[src/rtl/otter_arb_pkg.sv]
// Shared types and constants for the otter_mcu memory arbiter.
package otter_arb_pkg;

  localparam int unsigned STARVE_W = 4;

  typedef enum logic [0:0] {
    ARB  = 1'b0,
    LOCK = 1'b1
  } arb_state_t;

  typedef enum logic [1:0] {
    TAG_NONE = 2'd0,
    TAG_I    = 2'd1,
    TAG_D    = 2'd2
  } resp_tag_t;

endpackage

[src/rtl/otter_arb_starve_ctr.sv]
// Saturating count of consecutive cycles the fetch port has been denied.
// sat tells the arbiter to hand the next contended cycle to fetch.
module otter_arb_starve_ctr
  import otter_arb_pkg::*;
#(
  parameter int unsigned MAX_WAIT = 4
) (
  input  logic clk,
  input  logic rst,
  input  logic inc,
  input  logic clr,
  output logic sat
);

  localparam logic [STARVE_W-1:0] MAX_CNT = STARVE_W'(MAX_WAIT);

  logic [STARVE_W-1:0] cnt;

  // Clear has priority; increments stop once the limit is reached.
  always_ff @(posedge clk or negedge rst) begin
    if (!rst) begin
      cnt <= '0;
    end else if (clr) begin
      cnt <= '0;
    end else if (inc && (cnt != MAX_CNT)) begin
      cnt <= cnt + STARVE_W'(1);
    end
  end

  assign sat = (cnt == MAX_CNT);

endmodule

[src/rtl/otter_mem_arbiter.sv]
// Single-port memory arbiter for the otter_mcu fetch and data ports.
// One grant per cycle, one-cycle read latency routed back by a response tag,
// and a LOCK state that keeps fetch out between an AMO read and its write.
// Optional: define OTTER_ARB_PERF_EN to add three free-running perf counters.
module otter_mem_arbiter
  import otter_arb_pkg::*;
#(
  parameter int unsigned MEM_EXP  = 28,
  parameter int unsigned MAX_WAIT = 4
) (
  input  logic                 clk,
  input  logic                 rst,
  input  logic                 i_req,
  input  logic [31:0]          i_addr,
  output logic                 i_gnt,
  output logic                 i_rvalid,
  output logic [31:0]          i_rdata,
  input  logic                 d_req,
  input  logic                 d_we,
  input  logic                 d_lock,
  input  logic [3:0]           d_strb,
  input  logic [31:0]          d_addr,
  input  logic [31:0]          d_wdata,
  output logic                 d_gnt,
  output logic                 d_rvalid,
  output logic [31:0]          d_rdata,
  output logic                 mem_en,
  output logic                 mem_we,
  output logic [3:0]           mem_strb,
  output logic [MEM_EXP-3:0]   mem_addr,
  output logic [31:0]          mem_wdata,
  input  logic [31:0]          mem_rdata
`ifdef OTTER_ARB_PERF_EN
  ,
  output logic [31:0]          perf_conflicts,
  output logic [31:0]          perf_fetch_stall,
  output logic [31:0]          perf_lock_cycles
`endif
);

  arb_state_t  state;
  resp_tag_t   resp_tag;
  logic        resp_rd;
  logic        starve_sat;
  logic [31:0] i_rdata_q;
  logic [31:0] d_rdata_q;

  logic unused_addr_bits;
  assign unused_addr_bits = ^{i_addr[31:MEM_EXP], i_addr[1:0],
                              d_addr[31:MEM_EXP], d_addr[1:0]};

  otter_arb_starve_ctr #(
    .MAX_WAIT(MAX_WAIT)
  ) u_starve (
    .clk(clk),
    .rst(rst),
    .inc(i_req & ~i_gnt),
    .clr(i_gnt | ~i_req),
    .sat(starve_sat)
  );

  // Grant selection: data wins contention unless fetch has starved; LOCK shuts fetch out.
  always_comb begin
    i_gnt = 1'b0;
    d_gnt = 1'b0;
    if (rst) begin
      if (state == LOCK) begin
        d_gnt = d_req;
      end else if (i_req && d_req) begin
        if (starve_sat) i_gnt = 1'b1;
        else            d_gnt = 1'b1;
      end else begin
        i_gnt = i_req;
        d_gnt = d_req;
      end
    end
  end

  assign mem_en    = i_gnt | d_gnt;
  assign mem_we    = d_gnt & d_we;
  assign mem_strb  = d_we ? d_strb : '0;
  assign mem_addr  = d_gnt ? d_addr[MEM_EXP-1:2] : i_addr[MEM_EXP-1:2];
  assign mem_wdata = d_wdata;

  // Enter LOCK on a locked read; leave after the first granted unlocked access.
  always_ff @(posedge clk or negedge rst) begin
    if (!rst) begin
      state <= ARB;
    end else begin
      case (state)
        ARB:     if (d_gnt && d_lock && !d_we) state <= LOCK;
        LOCK:    if (d_gnt && !d_lock)         state <= ARB;
        default: state <= ARB;
      endcase
    end
  end

  // Remember who owns the in-flight memory response and hold each port's last data.
  always_ff @(posedge clk or negedge rst) begin
    if (!rst) begin
      resp_tag  <= TAG_NONE;
      resp_rd   <= 1'b0;
      i_rdata_q <= '0;
      d_rdata_q <= '0;
    end else begin
      if (i_gnt)      resp_tag <= TAG_I;
      else if (d_gnt) resp_tag <= TAG_D;
      else            resp_tag <= TAG_NONE;
      resp_rd   <= ~d_we;
      i_rdata_q <= i_rdata;
      d_rdata_q <= d_rdata;
    end
  end

  // Memory data passes straight through in the response cycle so rdata aligns with
  // rvalid; the holding registers supply the value at all other times.
  always_comb begin
    i_rvalid = (resp_tag == TAG_I);
    d_rvalid = (resp_tag == TAG_D);
    i_rdata  = i_rvalid ? mem_rdata : i_rdata_q;
    d_rdata  = (d_rvalid && resp_rd) ? mem_rdata : d_rdata_q;
  end

`ifdef OTTER_ARB_PERF_EN
  // Free-running event counters, wrapping modulo 2^32.
  always_ff @(posedge clk or negedge rst) begin
    if (!rst) begin
      perf_conflicts   <= '0;
      perf_fetch_stall <= '0;
      perf_lock_cycles <= '0;
    end else begin
      if (i_req && d_req)   perf_conflicts   <= perf_conflicts + 32'd1;
      if (i_req && !i_gnt)  perf_fetch_stall <= perf_fetch_stall + 32'd1;
      if (state == LOCK)    perf_lock_cycles <= perf_lock_cycles + 32'd1;
    end
  end
`endif

endmodule

[config.mk]
export PLATFORM = sky130hd
export DESIGN_NAME = otter_mem_arbiter
export DESIGN_NICKNAME = d
export VERILOG_FILES = /design/src/rtl/otter_arb_pkg.sv /design/src/rtl/otter_arb_starve_ctr.sv /design/src/rtl/otter_mem_arbiter.sv
export SDC_FILE = /design/constraint.sdc
export NUM_CORES = 1
export LEC_CHECK = 0
export CORE_MARGIN = 4
export CORE_UTILIZATION = 36
export DETAILED_ROUTE_END_ITERATION = 8
export PLACE_DENSITY = 0.9
export SYNTH_ARGS = -nofsm -noshare
export SYNTH_HDL_FRONTEND = slang
export SYNTH_SLANG_ARGS = --single-unit
[constraint.sdc]
create_clock -name clk -period 6.62 [get_ports clk]
set_clock_uncertainty 0.1 [all_clocks]
set_input_delay 1.655 -clock clk [delete_from_list [all_inputs] [get_ports clk]]
set_output_delay 1.655 -clock clk [all_outputs]
set_load 0.01 [all_outputs]
==> results.py, run 1 <==
metrics = {
    "logic_synthesis": {
        "syn_area_sq_um": 3387,
        "yosysWarnings": 0,
        "synth.avg_cell_area_sq_um": 13.82,
        "synth_async_sr_flop_share_pct": 100.0,
        "ys_seq_elements": 72,
        "synth_edf_count": 0,
        "synth_nets": 385,
        "synth_ff_type": "dfrtp_1",
        "syn_inst": 245,
        "netlist-cell-type-count": 28,
        "seq_area_frac_synth_pct": 53.20,
    },
    "run": {
        "drv_cap": 0,
    },
    "worst_hold_path": {
        "min_path_cells": 1,
        "min_from": "i_rdata_q[22]$_DFF_PN0_",
        "worstHoldEndpoint": "i_rdata_q[22]$_DFF_PN0_",
        "hp-class": "reg -> reg",
    },
    "clocking": {
        "cts_max_level": 3,
        "numCtsBuffers": 9,
        "root_buffer": "clkbuf_8",
        "cts.sinks": 72,
        "cts_tree": "done",
        "cts_resized": 0,
        "clock_path_buffers": 2,
        "path_clk_slew_ps": 80,
        "cts_hold_buf": 0,
        "clk_latency_ps": 330,
        "postCtsSetupBuffers": 0,
    },
    "die": {
        "core_sq_um": 9196,
        "fp.dieArea_sq_um": 11020,
        "fp.dieW_um": 105.0,
        "pin_count": 270,
        "die_y_um": 105.0,
        "initial_core_util_pct": 36.83,
        "std_cell_rows": 35,
    },
    "routing": {
        "drt_first_pass_iters": 4,
        "via_count": 2515,
        "drtIter0Drc": 39,
        "drcViolationCount": 0,
        "drt-total-wl_um": 9992,
        "via_per_inst": 4.781,
        "ant_nets": 0,
        "avgRoutedWirePerCell_um": 19.00,
    },
    "global_routing": {
        "grt_pass1_wl_um": 15390,
        "grt-ovfl-total": 0,
        "grt_pass1_vias": 2919,
        "grt_max_degree": 75,
        "track_usage_pct": 17.90,
        "antenna_found_initial": 1,
    },
    "worst_setup_path": {
        "startpoint_type": "primary input",
        "cpMaxStageDelayCell": "clkdlybuf4s50_1",
        "worstReg2RegEnd": "d_rdata_q[27]$_DFF_PN0_",
        "reg2reg_depth": 4,
        "worstSetupPathType": "in -> out",
        "r2r_start": "resp_tag[1]$_DFF_PN0_",
        "critPathBufInv": 3,
        "critPathTopFamily": "buffers and inverters",
        "cp_common_cell": "clkdlybuf4s50_1",
        "cp_data_arrival_time_ps": 3990,
        "rrSetupSlack_ps": 4690,
        "end_kind": "primary output",
        "path_cells": "clkdlybuf4s50_1, nor2b_1, a21o_1, buf_12, mux2_2, clkdlybuf4s50_1",
        "path_max_fanout": 19,
        "cpPeakStageDelay_ps": 560,
        "cp_data_required_time_ps": 4870,
    },
    "placement": {
        "dpl_cell_area_sq_um": 5191,
        "gp_congestion": 0.7943,
        "numPortBuffers": 193,
        "hpwlAfterDp_um": 7913,
    },
    "power": {
        "power.leakage_nw": 2.258,
        "power_density_nw_per_um2": 301.2,
        "ir_worst_vdd_mv": 0.1790,
    },
    "sta": {
        "fmax_mhz": 173.9,
        "rsz0062_at_grt": "no",
        "timing.hold.ws_ps": 400.0,
        "finalCriticalPeriod_ps": 5750,
        "final.setup.tns_ps": 0,
        "drv_slew": 0,
        "max_slew.worst_pin.slew_ps": 917.7,
        "hold_viol": 0,
        "setup_viol": 0,
        "fin_crit_sh_pct": 86.85,
        "slew-limit-headroom_pct": 38.82,
    },
    "final_layout": {
        "fin_area_sq_um": 5386,
        "diodes": 0,
        "nets": 550,
        "final_layout_size_suffix_gt1_share_pct": 26.75,
        "final_cell_mix": "192 x clkdlybuf4s50_1, 83 x mux2_2, 72 x dfrtp_1",
        "final_common_cell": "clkdlybuf4s50_1",
        "area_growth_pct": 59.03,
        "fillers": 755,
    },
    "outcome": {
        "status": "complete, no violations",
    },
}
state kept, by name, indices dropped and copies added (netlist names):
| register | count |
|---|---|
| resp_tag | 2 |
| state | 1 |
| i_rdata_q | 32 |
| d_rdata_q | 32 |
| resp_rd | 1 |
| u_starve.cnt | 4 |
final cells by class:
class	count	area [sq um]	area share (%)
flip-flops and latches	72	1802	33.45
clock buffers	10	127.6	2.369
multi-input cells	124	1260	23.39
clock inverters	6	67.56	1.254
well taps	111	138.9	2.578
repair buffers	196	1964	36.47
inverters	7	26.28	0.4878
worst max path at each step:
| stage | endpoint | cells after the start | slack, ps | startpoint |
|---|---|---|---|---|
| finish | mem_addr[4] | 6 | 870 | i_req |
| global route | mem_addr[4] | 6 | 740 | i_req |
| CTS | mem_addr[4] | 6 | 860 | i_req |
| detailed placement | mem_addr[4] | 6 | 850 | i_req |
| global placement | mem_addr[5] | 6 | 930 | i_req |
| floorplan | mem_addr[18] | 5 | 2280 | i_req |
logic make-up (layout without fill, tap and decap cells):
family	Yosys count	in the layout	share of synthesized area, %
AND/OR/NAND/NOR	22	22	3.398
multiplexers	91	91	30.99
buffers and inverters	49	219	9.678
flip-flops	72	72	53.20
AO/OA/AOI/OAI	8	8	1.736
XOR/XNOR	1	1	0.2586
adder cells (fa/ha/maj)	2	2	0.7387
Yosys cell counts, types with 2 or more instances:
master	instances	share of area, %
and2_1	4	0.74
buf_2	7	1.0
buf_4	32	7.1
buf_6	2	0.66
dfrtp_1	72	53
ha_1	2	0.74
inv_1	7	0.78
mux2_2	83	28
mux2_4	7	3.1
nand2_1	7	0.78
nand3b_1	2	0.44
nor2_1	3	0.33
nor2b_1	2	0.37
metrics by stage:
stage	worst slack [ps]	total power [mW]	cells	utilization [%]
after floorplan	2282	0.9075	245	-
after global placement	928.6	1.267	510	56.45
after detailed placement	854.9	1.299	510	56.45
after CTS	857.4	1.653	526	58.57
after global routing	737.5	1.714	526	58.57
final	870.4	1.623	526	58.57
worst register-to-register path: stages, from the launching register on:
cell,delay (ps)
dfrtp_1,370
nor2b_1,140
nand2_1,390
buf_4,410
mux2_2,400
per-layer routing:
metal  GRT usage, %  vias to the layer above  routed length (um)
met5              0                        -                   9
met4          5.248                        2                 133
met3          6.547                       16                 828
met2          34.56                      136                5667
met1          17.63                     1225                3353
li1               -                     1136                   -
report_power, final:
group          total (mW)  switching, mW  internal, mW  leakage (nW)
registers           0.609         0.0367         0.572         0.849
clock network       0.343          0.167         0.176        0.0933
logic               0.671          0.257         0.414          1.31
total                1.62          0.461          1.16          2.26
No activity file was read; power rests on OpenSTA's default activity.
==> inputs of run 2 (changes only) <==
--- a/config.mk
+++ b/config.mk
@@ -8,6 +8,7 @@
 export CORE_MARGIN = 4
 export CORE_UTILIZATION = 36
 export DETAILED_ROUTE_END_ITERATION = 8
+export MAX_ROUTING_LAYER = met4
 export PLACE_DENSITY = 0.9
 export SYNTH_ARGS = -nofsm -noshare
 export SYNTH_HDL_FRONTEND = slang
==> run 2 against run 1 <==
Global-route usage is 0.52 points higher; cell count up 0.19%; flip-flop and latch count unchanged; setup slack barely moved; clock-buffer cell count is the same; total power about the same; final area is essentially flat; sequential power about the same; core utilization barely moved; first-iteration DRC count fell by 5.1%; clock power barely moved; critical endpoint unchanged; largest cell class unchanged; largest power group unchanged.
==> results.py, run 2 (synthesis gave the netlist of run 1 again) <==
metrics = {
    "worst_hold_path": {
        "min_path_cells": 1,
        "hp-class": "reg -> reg",
        "min_from": "i_rdata_q[22]$_DFF_PN0_",
        "worstHoldEndpoint": "i_rdata_q[22]$_DFF_PN0_",
    },
    "global_routing": {
        "grt-ovfl-total": 0,
        "grt_max_degree": 75,
        "grt_pass1_wl_um": 15400,
        "track_usage_pct": 18.42,
        "antenna_found_initial": 1,
        "grt_pass1_vias": 2911,
    },
    "placement": {
        "place_ws_ps": 854.9,
        "hpwlAfterDp_um": 7913,
        "numPortBuffers": 193,
        "gp_congestion": 0.8057,
        "dpl.cell_count": 510,
    },
    "final_layout": {
        "final_common_cell": "clkdlybuf4s50_1",
        "reg_top3": "d_rdata_q x32, i_rdata_q x32, u_starve.cnt x4",
        "nets": 550,
        "final_cell_mix": "192 x clkdlybuf4s50_1, 83 x mux2_2, 72 x dfrtp_1",
        "fillers": 754,
        "finalNonFillerCells": 527,
        "area_growth_pct": 59.11,
        "final_layout_size_suffix_gt1_share_pct": 26.75,
    },
    "routing": {
        "ant_nets": 0,
        "via_per_inst": 4.757,
        "drt_first_pass_iters": 4,
        "drtIter0Drc": 37,
        "drcViolationCount": 0,
        "drt-total-wl_um": 9948,
        "via_count": 2507,
        "avgRoutedWirePerCell_um": 18.88,
    },
    "outcome": {
        "status": "complete, no violations",
    },
    "worst_setup_path": {
        "r2r_start": "resp_tag[1]$_DFF_PN0_",
        "startpoint_type": "primary input",
        "worstSetupPathType": "in -> out",
        "end_kind": "primary output",
        "reg2reg_depth": 4,
        "worstReg2RegEnd": "d_rdata_q[27]$_DFF_PN0_",
        "startpoint": "i_req",
        "cp_data_arrival_time_ps": 3990,
        "cp_data_required_time_ps": 4870,
        "rrSetupSlack_ps": 4690,
        "path_max_fanout": 19,
    },
    "sta": {
        "finalCriticalPeriod_ps": 5749,
        "setup_ws_ps": 870.6,
        "hold_viol": 0,
        "slew-limit-headroom_pct": 38.82,
        "fmax_mhz": 173.9,
        "final.setup.tns_ps": 0,
        "max_slew.worst_pin.slew_ps": 917.7,
        "fin_crit_sh_pct": 86.85,
        "setup_viol": 0,
        "drv_slew": 0,
        "rsz0062_at_grt": "no",
    },
    "die": {
        "fp.dieW_um": 105.0,
        "pin_count": 270,
        "initial_core_util_pct": 36.83,
        "std_cell_rows": 35,
        "core_sq_um": 9196,
        "die_y_um": 105.0,
        "fp.dieArea_sq_um": 11020,
    },
    "power": {
        "power_density_nw_per_um2": 301.0,
        "ir_worst_vdd_mv": 0.1789,
        "power.leakage_nw": 2.258,
    },
    "clocking": {
        "cts_max_level": 3,
        "cts_resized": 0,
        "numCtsBuffers": 9,
        "path_clk_slew_ps": 80,
        "clock_path_buffers": 2,
        "cts_tree": "done",
        "root_buffer": "clkbuf_8",
        "postCtsSetupBuffers": 0,
        "clk_latency_ps": 330,
        "cts.sinks": 72,
        "cts_hold_buf": 0,
    },
    "run": {
        "drv_cap": 0,
    },
}
[run 2: cell types whose count changed in the layout (fill, tap and decap cells not counted)]
cell and change:
diode_2 +1
[run 2: critical path, stage by stage]
cell	delay, ps
clkdlybuf4s50_1	560
nor2b_1	240
a21o_1	440
buf_12	240
mux2_2	350
clkdlybuf4s50_1	500
[run 2: final cells by class]
class	count	area (sq um)	share of cell area, %
Multi-Input combinational cell	124	1260	23.38
Clock buffer	10	127.6	2.368
Timing Repair Buffer	196	1964	36.45
Antenna cell	1	2.502	0.04644
Sequential cell	72	1802	33.43
Tap cell	111	138.9	2.577
Clock inverter	6	67.56	1.254
Inverter	7	26.28	0.4876
[run 2: per-stage QoR]
| stage | util, % | instance area (sq um) | power, mW | hold slack [ps] |
|---|---|---|---|---|
| floorplan | - | 3387 | 0.9075 | 412.1 |
| global placement | 56.45 | 5191 | 1.267 | 377.5 |
| detailed placement | 56.45 | 5191 | 1.299 | 385.6 |
| CTS | 58.57 | 5386 | 1.653 | 404.1 |
| global route | 58.60 | 5389 | 1.715 | 415.0 |
| finish | 58.60 | 5389 | 1.622 | 400.0 |
[run 2: how the worst max path moves through the flow]
stage | end | slack (ps) | depth (start not counted)
after detailed placement | mem_addr[4] | 850 | 6
after global routing | mem_addr[4] | 740 | 6
after CTS | mem_addr[4] | 860 | 6
after floorplan | mem_addr[18] | 2280 | 5
after global placement | mem_addr[5] | 930 | 6
final | mem_addr[4] | 870 | 6
[run 2: report_power, final]
group	internal (mW)	switching, mW	total (mW)
clock	0.176	0.167	0.343
sequential	0.572	0.0368	0.609
combinational	0.414	0.257	0.670
total	1.16	0.460	1.62
[run 2: metal layers]
layer	track usage, %	share of wire, %
met4	5.248	1.3
met1	18.10	34
met2	34.46	57
met5	-	0
met3	5.991	7.7
